==> src/rtl/ctrl_mc_lsu.sv <==
// Multicycle fetch/execute/load-store control FSM with sticky illegal/misaligned traps.
// Optional bus watchdog enabled by defining CTRL_BUS_TIMEOUT_EN.
module ctrl_mc_lsu #(
  parameter  int unsigned XLEN           = 32,
  parameter  int unsigned TIMEOUT_CYCLES = 255,
  localparam int unsigned BE_W           = XLEN / 8,
  localparam int unsigned AL_W           = $clog2(XLEN / 8)
) (
  input  logic            CLK,
  input  logic            RES,
  input  logic [6:0]      opcode,
  input  logic [2:0]      funct3,
  input  logic [AL_W-1:0] addr_lsb,
  output logic            instr_req,
  input  logic            instr_gnt,
  input  logic            instr_r_valid,
  output logic            ir_load,
  output logic            data_req,
  input  logic            data_gnt,
  input  logic            data_r_valid,
  output logic            data_write_enable,
  output logic [BE_W-1:0] data_be,
  output logic [2:0]      load_ext,
  output logic            pc_en,
  output logic            MODE,
  output logic            write_enable,
  output logic            ALUSrcMux1,
  output logic            ALUSrcMux1_5,
  output logic            ALUSrcMux2,
  output logic            ALUSrcMux2_S,
  output logic [1:0]      ALUOp,
  output logic            reg_pc_select,
  output logic            alu_dm_select,
  output logic            illegal_instr,
  output logic            misaligned,
  output logic            bus_timeout
);

  localparam logic [2:0] S_FETCH = 3'd0;
  localparam logic [2:0] S_IWAIT = 3'd1;
  localparam logic [2:0] S_EXEC  = 3'd2;
  localparam logic [2:0] S_DREQ  = 3'd3;
  localparam logic [2:0] S_DWAIT = 3'd4;
  localparam logic [2:0] S_TRAP  = 3'd5;

  localparam logic [6:0] OPC_LUI    = 7'b0110111;
  localparam logic [6:0] OPC_AUIPC  = 7'b0010111;
  localparam logic [6:0] OPC_OPIMM  = 7'b0010011;
  localparam logic [6:0] OPC_OP     = 7'b0110011;
  localparam logic [6:0] OPC_JAL    = 7'b1101111;
  localparam logic [6:0] OPC_JALR   = 7'b1100111;
  localparam logic [6:0] OPC_BRANCH = 7'b1100011;
  localparam logic [6:0] OPC_LOAD   = 7'b0000011;
  localparam logic [6:0] OPC_STORE  = 7'b0100011;

  logic [2:0]      r_state;
  logic [2:0]      w_next;
  logic [2:0]      r_load_ext;
  logic [BE_W-1:0] r_be;
  logic            r_store;
  logic            r_load;
  logic            r_illegal;
  logic            r_misaligned;
  logic            w_set_illegal;
  logic            w_set_misaligned;
  logic            w_latch_ls;
  logic            w_timeout;
  logic            w_is_load;
  logic            w_is_store;
  logic            w_ls_illegal;
  logic            w_misalign;
  logic [BE_W-1:0] w_be;

  // Load/store size decode: legality, alignment and byte-enable pattern.
  always_comb begin
    w_is_load    = (opcode == OPC_LOAD);
    w_is_store   = (opcode == OPC_STORE);
    w_ls_illegal = ((funct3[1:0] == 2'b11) && (XLEN == 32)) ||
                   (w_is_load && (funct3 == 3'b111));
    w_misalign   = 1'b0;
    w_be         = '0;
    case (funct3[1:0])
      2'b00: w_be = BE_W'(1) << addr_lsb;
      2'b01: begin
        w_misalign = addr_lsb[0];
        w_be       = BE_W'(2'b11) << addr_lsb;
      end
      2'b10: begin
        w_misalign = (addr_lsb[1:0] != 2'b00);
        w_be       = BE_W'(4'hF) << addr_lsb;
      end
      default: begin
        w_misalign = (addr_lsb != '0);
        w_be       = '1;
      end
    endcase
  end

  // Next state and combinational controls; everything stays 0 while RES is high.
  always_comb begin
    w_next            = r_state;
    w_set_illegal     = 1'b0;
    w_set_misaligned  = 1'b0;
    w_latch_ls        = 1'b0;
    instr_req         = 1'b0;
    ir_load           = 1'b0;
    data_req          = 1'b0;
    data_write_enable = 1'b0;
    data_be           = '0;
    pc_en             = 1'b0;
    MODE              = 1'b0;
    write_enable      = 1'b0;
    ALUSrcMux1        = 1'b0;
    ALUSrcMux1_5      = 1'b0;
    ALUSrcMux2        = 1'b0;
    ALUSrcMux2_S      = 1'b0;
    ALUOp             = 2'b00;
    reg_pc_select     = 1'b0;
    alu_dm_select     = 1'b0;
    if (!RES) begin
      case (r_state)
        S_FETCH: begin
          instr_req = 1'b1;
          if (instr_gnt) w_next = S_IWAIT;
        end
        S_IWAIT: begin
          if (instr_r_valid) begin
            ir_load = 1'b1;
            w_next  = S_EXEC;
          end
        end
        S_EXEC: begin
          w_next = S_FETCH;
          case (opcode)
            OPC_LUI: begin
              ALUSrcMux1_5 = 1'b1;
              ALUSrcMux2   = 1'b1;
              ALUOp        = 2'b10;
              write_enable = 1'b1;
              pc_en        = 1'b1;
            end
            OPC_AUIPC: begin
              ALUSrcMux1   = 1'b1;
              ALUSrcMux2   = 1'b1;
              ALUOp        = 2'b10;
              write_enable = 1'b1;
              pc_en        = 1'b1;
            end
            OPC_OPIMM: begin
              ALUSrcMux2   = 1'b1;
              write_enable = 1'b1;
              pc_en        = 1'b1;
            end
            OPC_OP: begin
              ALUOp        = 2'b01;
              write_enable = 1'b1;
              pc_en        = 1'b1;
            end
            OPC_JAL, OPC_JALR: begin
              ALUSrcMux1    = 1'b1;
              ALUSrcMux2_S  = 1'b1;
              ALUOp         = 2'b11;
              reg_pc_select = (opcode == OPC_JALR);
              write_enable  = 1'b1;
              pc_en         = 1'b1;
              MODE          = 1'b1;
            end
            OPC_BRANCH: begin
              ALUOp = 2'b11;
              pc_en = 1'b1;
              MODE  = 1'b1;
            end
            OPC_LOAD, OPC_STORE: begin
              ALUSrcMux2 = 1'b1;
              w_latch_ls = 1'b1;
              if (w_ls_illegal) begin
                w_set_illegal = 1'b1;
                w_next        = S_TRAP;
              end else if (w_misalign) begin
                w_set_misaligned = 1'b1;
                w_next           = S_TRAP;
              end else begin
                w_next = S_DREQ;
              end
            end
            default: begin
              w_set_illegal = 1'b1;
              w_next        = S_TRAP;
            end
          endcase
        end
        S_DREQ: begin
          data_req          = 1'b1;
          data_write_enable = r_store;
          data_be           = r_be;
          ALUSrcMux2        = 1'b1;
          if (data_gnt) w_next = S_DWAIT;
        end
        S_DWAIT: begin
          if (data_r_valid) begin
            pc_en         = 1'b1;
            write_enable  = r_load;
            alu_dm_select = r_load;
            w_next        = S_FETCH;
          end
        end
        S_TRAP:  w_next = S_TRAP;
        default: w_next = S_FETCH;
      endcase
      if (w_timeout) w_next = S_TRAP;
    end
  end

  always_ff @(posedge CLK or posedge RES) begin
    if (RES) begin
      r_state      <= S_FETCH;
      r_load_ext   <= 3'b000;
      r_be         <= '0;
      r_store      <= 1'b0;
      r_load       <= 1'b0;
      r_illegal    <= 1'b0;
      r_misaligned <= 1'b0;
    end else begin
      r_state <= w_next;
      if (w_latch_ls) begin
        r_load_ext <= funct3;
        r_be       <= w_be;
        r_store    <= w_is_store;
        r_load     <= w_is_load;
      end
      if (w_set_illegal)    r_illegal    <= 1'b1;
      if (w_set_misaligned) r_misaligned <= 1'b1;
    end
  end

`ifdef CTRL_BUS_TIMEOUT_EN
  localparam int unsigned CNT_W = $clog2(TIMEOUT_CYCLES + 1);

  logic [CNT_W-1:0] r_cnt;
  logic             r_bus_timeout;
  logic             w_bus_state;

  assign w_bus_state = (r_state == S_FETCH) || (r_state == S_IWAIT) ||
                       (r_state == S_DREQ)  || (r_state == S_DWAIT);
  assign w_timeout   = w_bus_state && (r_cnt == CNT_W'(TIMEOUT_CYCLES));

  // Wait-cycle counter restarts on every state change.
  always_ff @(posedge CLK or posedge RES) begin
    if (RES) begin
      r_cnt         <= '0;
      r_bus_timeout <= 1'b0;
    end else begin
      if (w_next != r_state) r_cnt <= '0;
      else if (w_bus_state)  r_cnt <= r_cnt + CNT_W'(1);
      if (w_timeout) r_bus_timeout <= 1'b1;
    end
  end

  assign bus_timeout = r_bus_timeout;
`else
  assign w_timeout   = 1'b0;
  assign bus_timeout = 1'b0;
`endif

  assign load_ext      = r_load_ext;
  assign illegal_instr = r_illegal;
  assign misaligned    = r_misaligned;

endmodule

==> config.mk <==
export PLATFORM = sky130hd
export DESIGN_NAME = ctrl_mc_lsu
export DESIGN_NICKNAME = d
export VERILOG_FILES = /design/src/rtl/ctrl_mc_lsu.sv
export SDC_FILE = /design/constraint.sdc
export NUM_CORES = 1
export LEC_CHECK = 0
export BUFFER_PORTS_ARGS = -buffer_cell sky130_fd_sc_hd__buf_2
export CORE_AREA = 2 2 51 53
export CTS_BUF_LIST = sky130_fd_sc_hd__clkbuf_4 sky130_fd_sc_hd__clkbuf_8 sky130_fd_sc_hd__clkbuf_16
export CTS_CLUSTER_SIZE = 20
export DETAILED_ROUTE_END_ITERATION = 12
export DIE_AREA = 0 0 53 55
export HOLD_SLACK_MARGIN = 0.12
export PLACE_DENSITY = 0.74
export SLEW_MARGIN = 20
export SYNTH_ARGS = -nofsm -noshare
export SYNTH_HDL_FRONTEND = slang
export SYNTH_SLANG_ARGS = --single-unit
==> constraint.sdc <==
create_clock -name CLK -period 2.2 [get_ports CLK]
set_input_delay 0.33 -clock CLK [delete_from_list [all_inputs] [get_ports CLK]]
set_output_delay 0.33 -clock CLK [all_outputs]
set_load 0.005 [all_outputs]
==> results of run 1 <==
==> report_power, final <==
group	total [W]	internal, W	switching [W]
combinational	0.000312	0.000142	0.000170
clock	0.000144	0.0000634	0.0000806
sequential	0.000356	0.000303	0.0000537
total	0.000812	0.000508	0.000304
==> sequential cells by signal, indices dropped and copies added, names as in the netlist <==
register       count
illegal_instr      1
misaligned         1
r_load             1
r_be               4
r_store            1
r_state            3
load_ext           3
==> final cells by class <==
type	instances	area, um^2	area share
sequential	14	350.3	0.2690
inverter	7	26.28	0.02017
timing repair buffer	45	235.2	0.1806
clock buffer	3	22.52	0.01729
multi-input combinational	98	630.6	0.4841
tap	30	37.54	0.02882
==> routing by layer <==
layer | routed length (um) | vias up | track usage
met1 | 1109 | 470 | 0.2235
li1 | - | 525 | -
met3 | 117 | 2 | 0.03226
met4 | 10 | 0 | 0.05128
met5 | 0 | - | 0
met2 | 1244 | 26 | 0.3354
==> kinds of logic after synthesis <==
group,Yosys count
fa+ha+maj,5
compound gates,31
simple gates,59
flops,14
buf+inv,15
other cells,1
mux,2
==> per-stage QoR <==
stage / instances / power (W)
2_1_floorplan: 127 / 0.0005549
3_3_place_gp: 194 / 0.0006459
3_5_place_dp: 194 / 0.0006647
4_1_cts: 197 / 0.0008123
5_1_grt: 197 / 0.0008758
6_report: 197 / 0.0008119
==> synthesized netlist by cell type, drive strengths merged (2+ instances only) <==
library cell and instances:
inv 7, or3b 3, o21bai 3, o21a 2, o21ai 10, mux2 2
and2 5, nor2 12, nand2 13, nand3 2, a21oi 6, nand2b 3
ha 5, dfrtp 14, or4 2, buf 5, nor2b 4, clkbuf 3
nor3 7
==> worst register-to-register path, cell delays in order, from the launching register on <==
cell and delay (ns):
dfrtp_1 0.38, or3b_4 0.44, or4_4 0.65, mux2_4 0.33
==> worst max path at each step <==
stage / startpoint / end / slack (ns) / cells past startpoint
floorplan: r_state[2] / load_ext[2] / 0.25 / 5
global placement: RES / ALUSrcMux1_5 / 0.18 / 6
detailed placement: RES / ALUSrcMux1_5 / 0.14 / 6
CTS: r_state[2] / ALUSrcMux1_5 / 0.05 / 5
global route: r_state[2] / ALUSrcMux1_5 / 0.02 / 5
finish: r_state[2] / ALUSrcMux1_5 / 0.11 / 5
==> repair_timing <==
action | CTS | global route
resized for setup | 1 | 1
setup endpoints to repair | 5 | 3
pin swaps | 0 | 0
==> key figures, run 1 <==
Timing
  – Hold WS: approximately 0.23 ns
  – Final worst setup slack: 0.1113 ns
  – Endpoints failing setup: 0
  – Hold Fails Final Rpt: 0
  – RSZ-0062 raised after global routing: false
  – Clock period minus worst slack: 2.089 ns
  – Pins over their slew limit: 0
  – Final worst-path cycle share: 0.9494
  – Max Clock Freq: approximately 480 MHz
  – TNS Setup: 0 ns
  – Clk_skew: 0.007919 ns

GRT
  – Largest net degree at the start of global routing: 18
  – GRT overflow: 0
  – First-pass GRT wire length: ~3900 um
  – All-Layer GR Usage: 0.1839
  – Vias in the first global route: 881
  – Initial antenna violation count: 0

Clock network
  – CTS Root Buffer Type: clkbuf_4
  – CTS max path bufs: 2
  – CTS tree: done
  – H-tree Lvls: 1
  – TritonCTS sink count: 14
  – # hold bufs at CTS: 0
  – TritonCTS buffer count: 3
  – Post-CTS setup buffer count: 0
  – Latest clock arrival within the worst-skew pair: 0.28 ns
  – CTS clk-pin slew, worst paths: roughly 0.090 ns

Floorplan
  – Chip Width: approximately 53 um
  – Floorplan core area: 2365 um^2
  – DIE AREA: a little under 3000 um^2
  – Chip height: 55 um
  – Io pins: 43
  – Initial Util: 0.4455
  – Row cnt: 18

Logic synthesis
  – Simple-Gate Fraction of Synth Area: 0.3088
  – Post-synthesis sequential area ratio: 0.3325
  – Xor/xnor share of the synthesized area: 0
  – Top cells by area, synth: dfrtp_1 (33%), ha_1 (5.9%), nand2_1 (4.6%), nor2_1 (4.3%), nor3_1 (3.3%)
  – Mean Syn Cell Area: 8.295 um^2
  – Synth top area share: 0.3325
  – Syn Nets: 150
  – Compound-gate portion of the synthesized area: 0.1876
  – Primary FF master, synth: dfrtp_1
  – Post-synth cell types: between 40 and 50
  – Cell area after synthesis: 1054 um^2
  – Area leader, netlist: dfrtp_1
  – Yosys warnings: 0
  – Adder-cell share of the synthesized area: 0.05938
  – Ys async rst share: 1.000
  – Largest family of logic cells by synthesized area: simple AND/OR/NAND/NOR gates
  – Gate Count Post-Synth: 127
  – Post-synth EDFFs: 0
  – Mux cell area share after synthesis: 0.02850
  – Yosys reg bits: 14

Setup path
  – Worst reg-to-reg path cell count: 3
  – Delay of the slowest critical-path stage: 0.44 ns
  – Reg2Reg Capture Point: load_ext[2]
  – Worst setup SP type: register
  – Endpoint class of the critical path: output pin
  – CP bufs+invs: 1
  – FF-to-FF Start: r_state[2]
  – Critical path data arrival time: 1.76 ns
  – WS Path Type: register to output pin
  – Critical-path cell list: or3b_4, nor3_4, nand2_1, nor3_1, buf_2
  – Cell family with most CP delay: simple AND/OR/NAND/NOR gates
  – Crit path required time: 1.87 ns
  – Max FO, Critical Path: 6
  – Reg2reg setup slack: between 0.2 and 0.3 ns
  – CP max-delay cell: or3b_4

Placed design
  – Port-buffer cells: 41
  – Routability Congestion: 0.8478
  – Pre-CTS WS: 0.1358 ns
  – Hpwl dp: 1988 um
  – Dpl cell area: 1269 um^2

Detailed routing
  – Initial DRC count: 10
  – Drt total wl: between 2000 and 2500 um
  – Via count: about 1k
  – Detail Route Antenna Nets: 0
  – Drt drc: 0
  – Wire per inst: 12.60 um
  – Routed vias/inst: 5.193
  – First-pass iteration count of the detailed router: 4

Final layout
  – Layout cell share with drive strength beyond 1: 0.3293
  – N_diodes: 0
  – Final core occ: 0.5508
  – Syn-to-layout area delta: 23.63%
  – Most common cell after layout, fill and taps aside: buf_2
  – Most frequent cells in the layout: buf_2 (41), dfrtp_1 (14), nand2_1 (13)
  – Fill cells: 237
  – Design Area, Final: 1303 um^2
  – # nets final: between 150 and 200

Power and ir drop
  – PwrDens: 623.3 nW/um^2
  – VDD IR max: 464.4 uV
  – Leakage Power: 0.6856 nW

Flow run
  – Max-cap violations: 0

Run status
  – Status: complete, no violations

Hold path
  – Hold WC Path Type: input pin to asynchronous set/reset pin
Power figures use the tool's default switching activity.
==> run 2: changes to the inputs <==
Settings changed: CORE_AREA 2 2 51 53 to 2 2 53 55, DIE_AREA 0 0 53 55 to 0 0 55 57, PLACE_DENSITY 0.74 to 0.72.
Clock period 2.2 ns to 1.8 ns, I/O delays scaled along.
==> run 2 against run 1 <==
  * Power is 39% higher
  * Largest cell class unchanged
  * Register-to-register slack worse by 0.47 ns
  * Core utilization is 4.0 points higher
  * The flow now finishes with violations (negative setup slack)
  * Critical path depth is 1 higher
  * Combinational power is 52% higher
  * Clock power is 56% higher
  * Sequential power is 20% higher
==> key figures, run 2 (synthesis results as in run 1) <==
Run status
  – Status: finished, violations left
  – Failing checks: negative setup slack

Setup path
  – CP max-delay cell: dfrtp_1
  – Critical path data arrival time: 1.78 ns (+0.02 ns)
  – Delay of the slowest critical-path stage: 0.40 ns (-0.04 ns)
  – Cell family with most CP delay: simple AND/OR/NAND/NOR gates
  – FF-to-FF Start: r_state[2]
  – Worst reg-to-reg path cell count: 5 (+2)
  – Endpoint class of the critical path: output pin
  – Reg2Reg Capture Point: load_ext[2]
  – Critical-path cell list: or3b_4, nor3_4, buf_6, nand2_1, nor3_1, buf_2
  – Max FO, Critical Path: 5 (-1)
  – CP bufs+invs: 2 (+1)
  – WS Path Type: register to output pin
  – Worst setup SP type: register
  – Reg2reg setup slack: -0.18 ns (-0.47 ns)
  – Crit path required time: 1.53 ns (-0.34 ns)

Floorplan
  – Chip Width: 55 um (+3.8%)
  – Floorplan core area: 2615 um^2 (+11%)
  – DIE AREA: 3135 um^2 (+7.5%)
  – Chip height: 57 um (+3.6%)
  – Row cnt: 19 (+1)
  – Initial Util: 0.4029 (-0.04263)
  – Io pins: 43 (unchanged)

Timing
  – Pins over their slew limit: 0 (unchanged)
  – RSZ-0062 raised after global routing: true
  – Clk_skew: 0.002826 ns (-0.005093 ns)
  – Final worst-path cycle share: 1.137
  – Hold WS: 0.2230 ns (-0.005536 ns)
  – TNS Setup: -3.525 ns (-3.525 ns)
  – Max Clock Freq: 488.7 MHz
  – Hold Fails Final Rpt: 0 (unchanged)
  – Endpoints failing setup: 26 (+26)
  – Clock period minus worst slack: 2.046 ns
  – Final worst setup slack: -0.2464 ns (-0.3576 ns)

Detailed routing
  – Via count: 1152 (+13%)
  – Routed vias/inst: 5.213 (+0.38%)
  – Detail Route Antenna Nets: 0 (unchanged)
  – First-pass iteration count of the detailed router: 4 (unchanged)
  – Initial DRC count: 11 (+1)
  – Wire per inst: 12.88 um (+2.2%)
  – Drt total wl: 2846 um (+15%)
  – Drt drc: 0 (unchanged)

Clock network
  – Latest clock arrival within the worst-skew pair: 0.28 ns (about the same)
  – CTS tree: done
  – CTS max path bufs: 2 (unchanged)
  – CTS Root Buffer Type: clkbuf_4
  – H-tree Lvls: 1 (unchanged)
  – CTS clk-pin slew, worst paths: 0.09 ns (about the same)
  – TritonCTS buffer count: 3 (unchanged)
  – TritonCTS sink count: 14 (unchanged)

Final layout
  – Fill cells: 232 (-2.1%)
  – Syn-to-layout area delta: 46.56%
  – Max reg flops: 4 (unchanged)
  – # nets final: 214 (+11%)
  – Most common cell after layout, fill and taps aside: buf_2
  – N_diodes: 0 (unchanged)
  – Final core occ: 0.5904 (+0.03964)
  – Most frequent cells in the layout: buf_2 (40), buf_4 (20), dfrtp_1 (14)
  – Top reg by flops: r_be
  – Fin cells: 221 (+12%)
  – Layout cell share with drive strength beyond 1: 0.4368 (+0.1075)

Placed design
  – Hpwl dp: 2141 um (+7.7%)
  – Port-buffer cells: 41 (unchanged)
  – Routability Congestion: 0.9032 (+6.5%)
  – Pre-CTS WS: -0.05522 ns (-0.1910 ns)
  – Inst Count DP: 208 (+7.2%)

GRT
  – First-pass GRT wire length: 4485 um (+15%)
  – Vias in the first global route: 1078 (+22%)
  – All-Layer GR Usage: 0.1869 (+0.002955)
  – GRT overflow: 0 (unchanged)
  – Largest net degree at the start of global routing: 13 (-5)
  – Initial antenna violation count: 0 (unchanged)

Power and ir drop
  – PwrDens: 729.4 nW/um^2 (+17%)
  – VDD IR max: 488.7 uV (+5.2%)
  – Leakage Power: 0.8075 nW (+18%)

Flow run
  – Max-cap violations: 0 (unchanged)

Hold path
  – Min-Delay Endpoint: r_state[0]
  – Hold Path Origin: instr_gnt
  – Min-Delay Path Depth: 3
  – Hold WC Path Type: input pin to register
[run 2: cell type report]
cell class	count	area [um^2]	share of cell area
inverter	7	26.28	0.01702
clock buffer	4	36.28	0.02350
sequential	14	350.3	0.2269
tap	31	38.79	0.02512
multi-input combinational	98	664.4	0.4303
timing repair buffer	67	427.9	0.2771
[run 2: report_power, final]
part           switching [W]  internal, W  total (W)
clock network       0.000102     0.000123   0.000225
logic               0.000246     0.000229   0.000474
registers          0.0000570     0.000370   0.000427
total               0.000404     0.000722    0.00113
[run 2: metrics by stage]
| stage | cell area (um^2) | total power (W) |
|---|---|---|
| final | 1544 | 0.001126 |
| after floorplan | 1054 | 0.0006789 |
| after global placement | 1368 | 0.0008277 |
| after global routing | 1544 | 0.001204 |
| after CTS | 1464 | 0.001112 |
| after detailed placement | 1368 | 0.0008494 |
[run 2: worst max path at each step]
stage          cells after the start  slack [ns]        from           end
2_1_floorplan                      5       -0.13  r_state[2]   load_ext[2]
3_3_place_gp                       4       -0.04   opcode[2]       r_store
3_5_place_dp                       4       -0.06   opcode[2]   load_ext[2]
4_1_cts                            6       -0.23  r_state[2]      ALUOp[1]
5_1_grt                            6       -0.31  r_state[2]  ALUSrcMux1_5
6_report                           6       -0.25  r_state[2]  ALUSrcMux1_5
[run 2: routing by layer]
| layer | vias to the layer above | track usage | part of all wire |
|---|---|---|---|
| met4 | 0 | 0.06969 | 0.014 |
| met5 | - | 0 | 0 |
| met2 | 28 | 0.3282 | 0.52 |
| met1 | 549 | 0.2306 | 0.43 |
| met3 | 4 | 0.01571 | 0.036 |
| li1 | 571 | - | - |
[run 2: tightest hold or removal path: stages]
cell and delay (ns):
buf_2 0.07, nand2_1 0.05, nand3_1 0.07
[run 2: repair_timing]
item                                    4_1_cts  5_1_grt
gates resized for setup                       7       10
pin swaps                                    10        8
hold buffers                                  1        0
endpoints found under the setup margin       16       28
buffers inserted                              3        6
endpoints found under the hold margin         2        0
==> run 3: changes to the inputs <==
Settings changed: SKIP_CTS_REPAIR_TIMING from default to 1.
==> run 3 against run 2 <==
  * The flow still finishes with violations (negative setup slack)
  * Core utilization fell by 2.0 points
  * Cell count decreased by 2.3%
  * Via count shrank 1.7%
  * First-iteration DRC count rose by 64%
  * Sequential share of layout area increased by 0.78 points
  * Sequential cell count is the same
  * Register-to-register slack improved by 0.11 ns
  * Non-clock buffer count down 5
  * Power fell by 0.89%
==> key figures, run 3 (synthesis results as in run 1) <==
Run status
  – Status: finished, violations left
  – Failing checks: negative setup slack

Detailed routing
  – First-pass iteration count of the detailed router: 4 (unchanged)
  – Drt drc: 0 (unchanged)
  – Detail Route Antenna Nets: 0 (unchanged)
  – Routed vias/inst: 5.241 (+0.54%)
  – Initial DRC count: 18 (+7)
  – Wire per inst: 13.05 um (+1.3%)
  – Drt total wl: 2818 um (-0.98%)
  – Via count: 1132 (-1.7%)

Floorplan
  – Chip height: 57 um (unchanged)
  – Chip Width: 55 um (unchanged)
  – DIE AREA: 3135 um^2 (unchanged)
  – Io pins: 43 (unchanged)
  – Floorplan core area: 2615 um^2 (unchanged)
  – Initial Util: 0.4029 (unchanged)
  – Row cnt: 19 (unchanged)

Clock network
  – H-tree Lvls: 1 (unchanged)
  – CTS max path bufs: 2 (unchanged)
  – CTS tree: done
  – CTS clk-pin slew, worst paths: 0.09 ns (about the same)
  – TritonCTS sink count: 14 (unchanged)
  – CTS Root Buffer Type: clkbuf_4
  – TritonCTS buffer count: 3 (unchanged)
  – Latest clock arrival within the worst-skew pair: 0.28 ns (about the same)

Power and ir drop
  – PwrDens: 747.7 nW/um^2 (+2.5%)
  – Clock power share: 0.207 (+0.007)
  – Logic gate share of total power: 0.412 (-0.009)
  – Seq pwr share: 0.382 (+0.003)
  – Net switching power: 0.0004079 W (+0.84%)
  – Leakage Power: 0.7819 nW (-3.2%)
  – Switching share of power: 0.3655 (+0.006297)
  – Final Power: 0.001116 W (-0.89%)
  – VDD IR max: 454.7 uV (-7.0%)
  – Internal Dissipation: 0.0007082 W (-1.9%)

GRT
  – Most used routing layer: met2
  – GRT overflow: 0 (unchanged)
  – GR met1 Demand/Resource: 0.2256 (-0.005051)
  – Vias in the first global route: 1044 (-3.2%)
  – Largest net degree at the start of global routing: 13 (unchanged)
  – All-Layer GR Usage: 0.1827 (-0.004199)
  – Met3 usage: 0.01832 (+0.002618)
  – Grt met2 use: 0.3214 (-0.006803)
  – Initial antenna violation count: 0 (unchanged)
  – First-pass GRT wire length: 4381 um (-2.3%)

Setup path
  – Worst setup SP type: register
  – CP max-delay cell: or3b_4
  – WS Path Type: register to output pin
  – Max FO, Critical Path: 4 (-1)
  – Cell family with most CP delay: simple AND/OR/NAND/NOR gates
  – Endpoint class of the critical path: output pin
  – Critical path data arrival time: 1.81 ns (+0.03 ns)
  – CP bufs+invs: 2 (unchanged)
  – Critical-path cell list: or3b_4, nor3_4, buf_6, and3b_1, o21bai_1, buf_2
  – Crit path required time: 1.53 ns (about the same)
  – Delay of the slowest critical-path stage: 0.41 ns (about the same)

Timing
  – Clock period minus worst slack: 2.077 ns (+0.03091 ns)
  – Hold Fails Final Rpt: 0 (unchanged)
  – Clk_skew: 0.0005287 ns (-0.002298 ns)
  – Pins over their slew limit: 0 (unchanged)
  – Final worst setup slack: -0.2773 ns (-0.03091 ns)
  – RSZ-0062 raised after global routing: true
  – Final worst-path cycle share: 1.154 (+0.01717)
  – Endpoints failing setup: 23 (-12%)
  – Max Clock Freq: 481.4 MHz (-1.5%)

Flow run
  – Max-cap violations: 0 (unchanged)

Final layout
  – # nets final: 209 (-2.3%)
  – Syn-to-layout area delta: 41.69%
  – Final core occ: 0.5708 (-0.01962)
  – Fin cells: 216 (-2.3%)
  – Most frequent cells in the layout: buf_2 (40), buf_4 (17), dfrtp_1 (14)
  – Max reg flops: 4 (unchanged)
  – N_diodes: 0 (unchanged)
  – Top reg by flops: r_be
  – Most common cell after layout, fill and taps aside: buf_2
  – Layout cell share with drive strength beyond 1: 0.4216 (-0.01522)

Placed design
  – Routability Congestion: 0.9032 (unchanged)
  – Inst Count DP: 208 (unchanged)
  – Port-buffer cells: 41 (unchanged)
  – Hpwl dp: 2141 um (unchanged)

Hold path
  – Hold WC Path Type: input pin to asynchronous set/reset pin
-- run 3: changes by cell type in the layout (fill, tap and decap cells not counted), sizes merged --
cell	previous run	this run
buf	66	61
-- run 3: area by class of cell --
type                       count  area [um^2]
fill                         233         1122
multi-input combinational     98        658.1
timing repair buffer          62        382.9
sequential                    14        350.3
tap                           31        38.79
clock buffer                   4        36.28
inverter                       7        26.28
-- run 3: path summary, 6_finish.rpt --
kind / from / endpoint / slack [ns] / cells after the start
worst max-delay path: r_state[2] / ALUOp[1] / -0.28 / 6
min in group CLK: instr_gnt / r_state[0] / 0.22 / 3
worst min-delay path: RES / r_state[0] / 0.21 / 4
max in group asynchronous: RES / r_state[1] / 1.08 / 4
worst min register to register: load_ext[1] / load_ext[1] / 0.49 / 2
worst max register to register: r_state[2] / load_ext[2] / -0.07 / 4
-- run 3: tightest hold or removal path, stage by stage --
cell   delay (ns)
buf_2        0.11
buf_4        0.16
inv_1        0.10
buf_4        0.22
-- run 3: metal layers --
layer	up-vias	share of wire	wire length (um)
met5	-	0	0
met4	0	0.020	55
met3	6	0.031	87
met2	24	0.52	1470
met1	541	0.43	1204
li1	561	-	-
-- run 3: power by group through the flow --
stage                     clock [W]  sequential, W  combinational, W
after floorplan                   0       0.000399          0.000280
after global placement            0       0.000420          0.000407
after detailed placement          0       0.000426          0.000423
after CTS                  0.000232       0.000420          0.000424
after global routing       0.000245       0.000433          0.000510
final                      0.000231       0.000426          0.000459
-- run 3: through the flow --
step,worst slack (ns),setup TNS (ns),instance area (um^2),hold slack (ns)
floorplan,-0.1324,-0.7478,1054,0.3294
global placement,-0.04382,-0.2318,1368,0.3215
detailed placement,-0.05522,-0.3301,1368,0.3257
CTS,-0.3026,-2.844,1404,0.02457
global route,-0.3355,-4.142,1493,0.2241
finish,-0.2773,-2.839,1493,0.2100
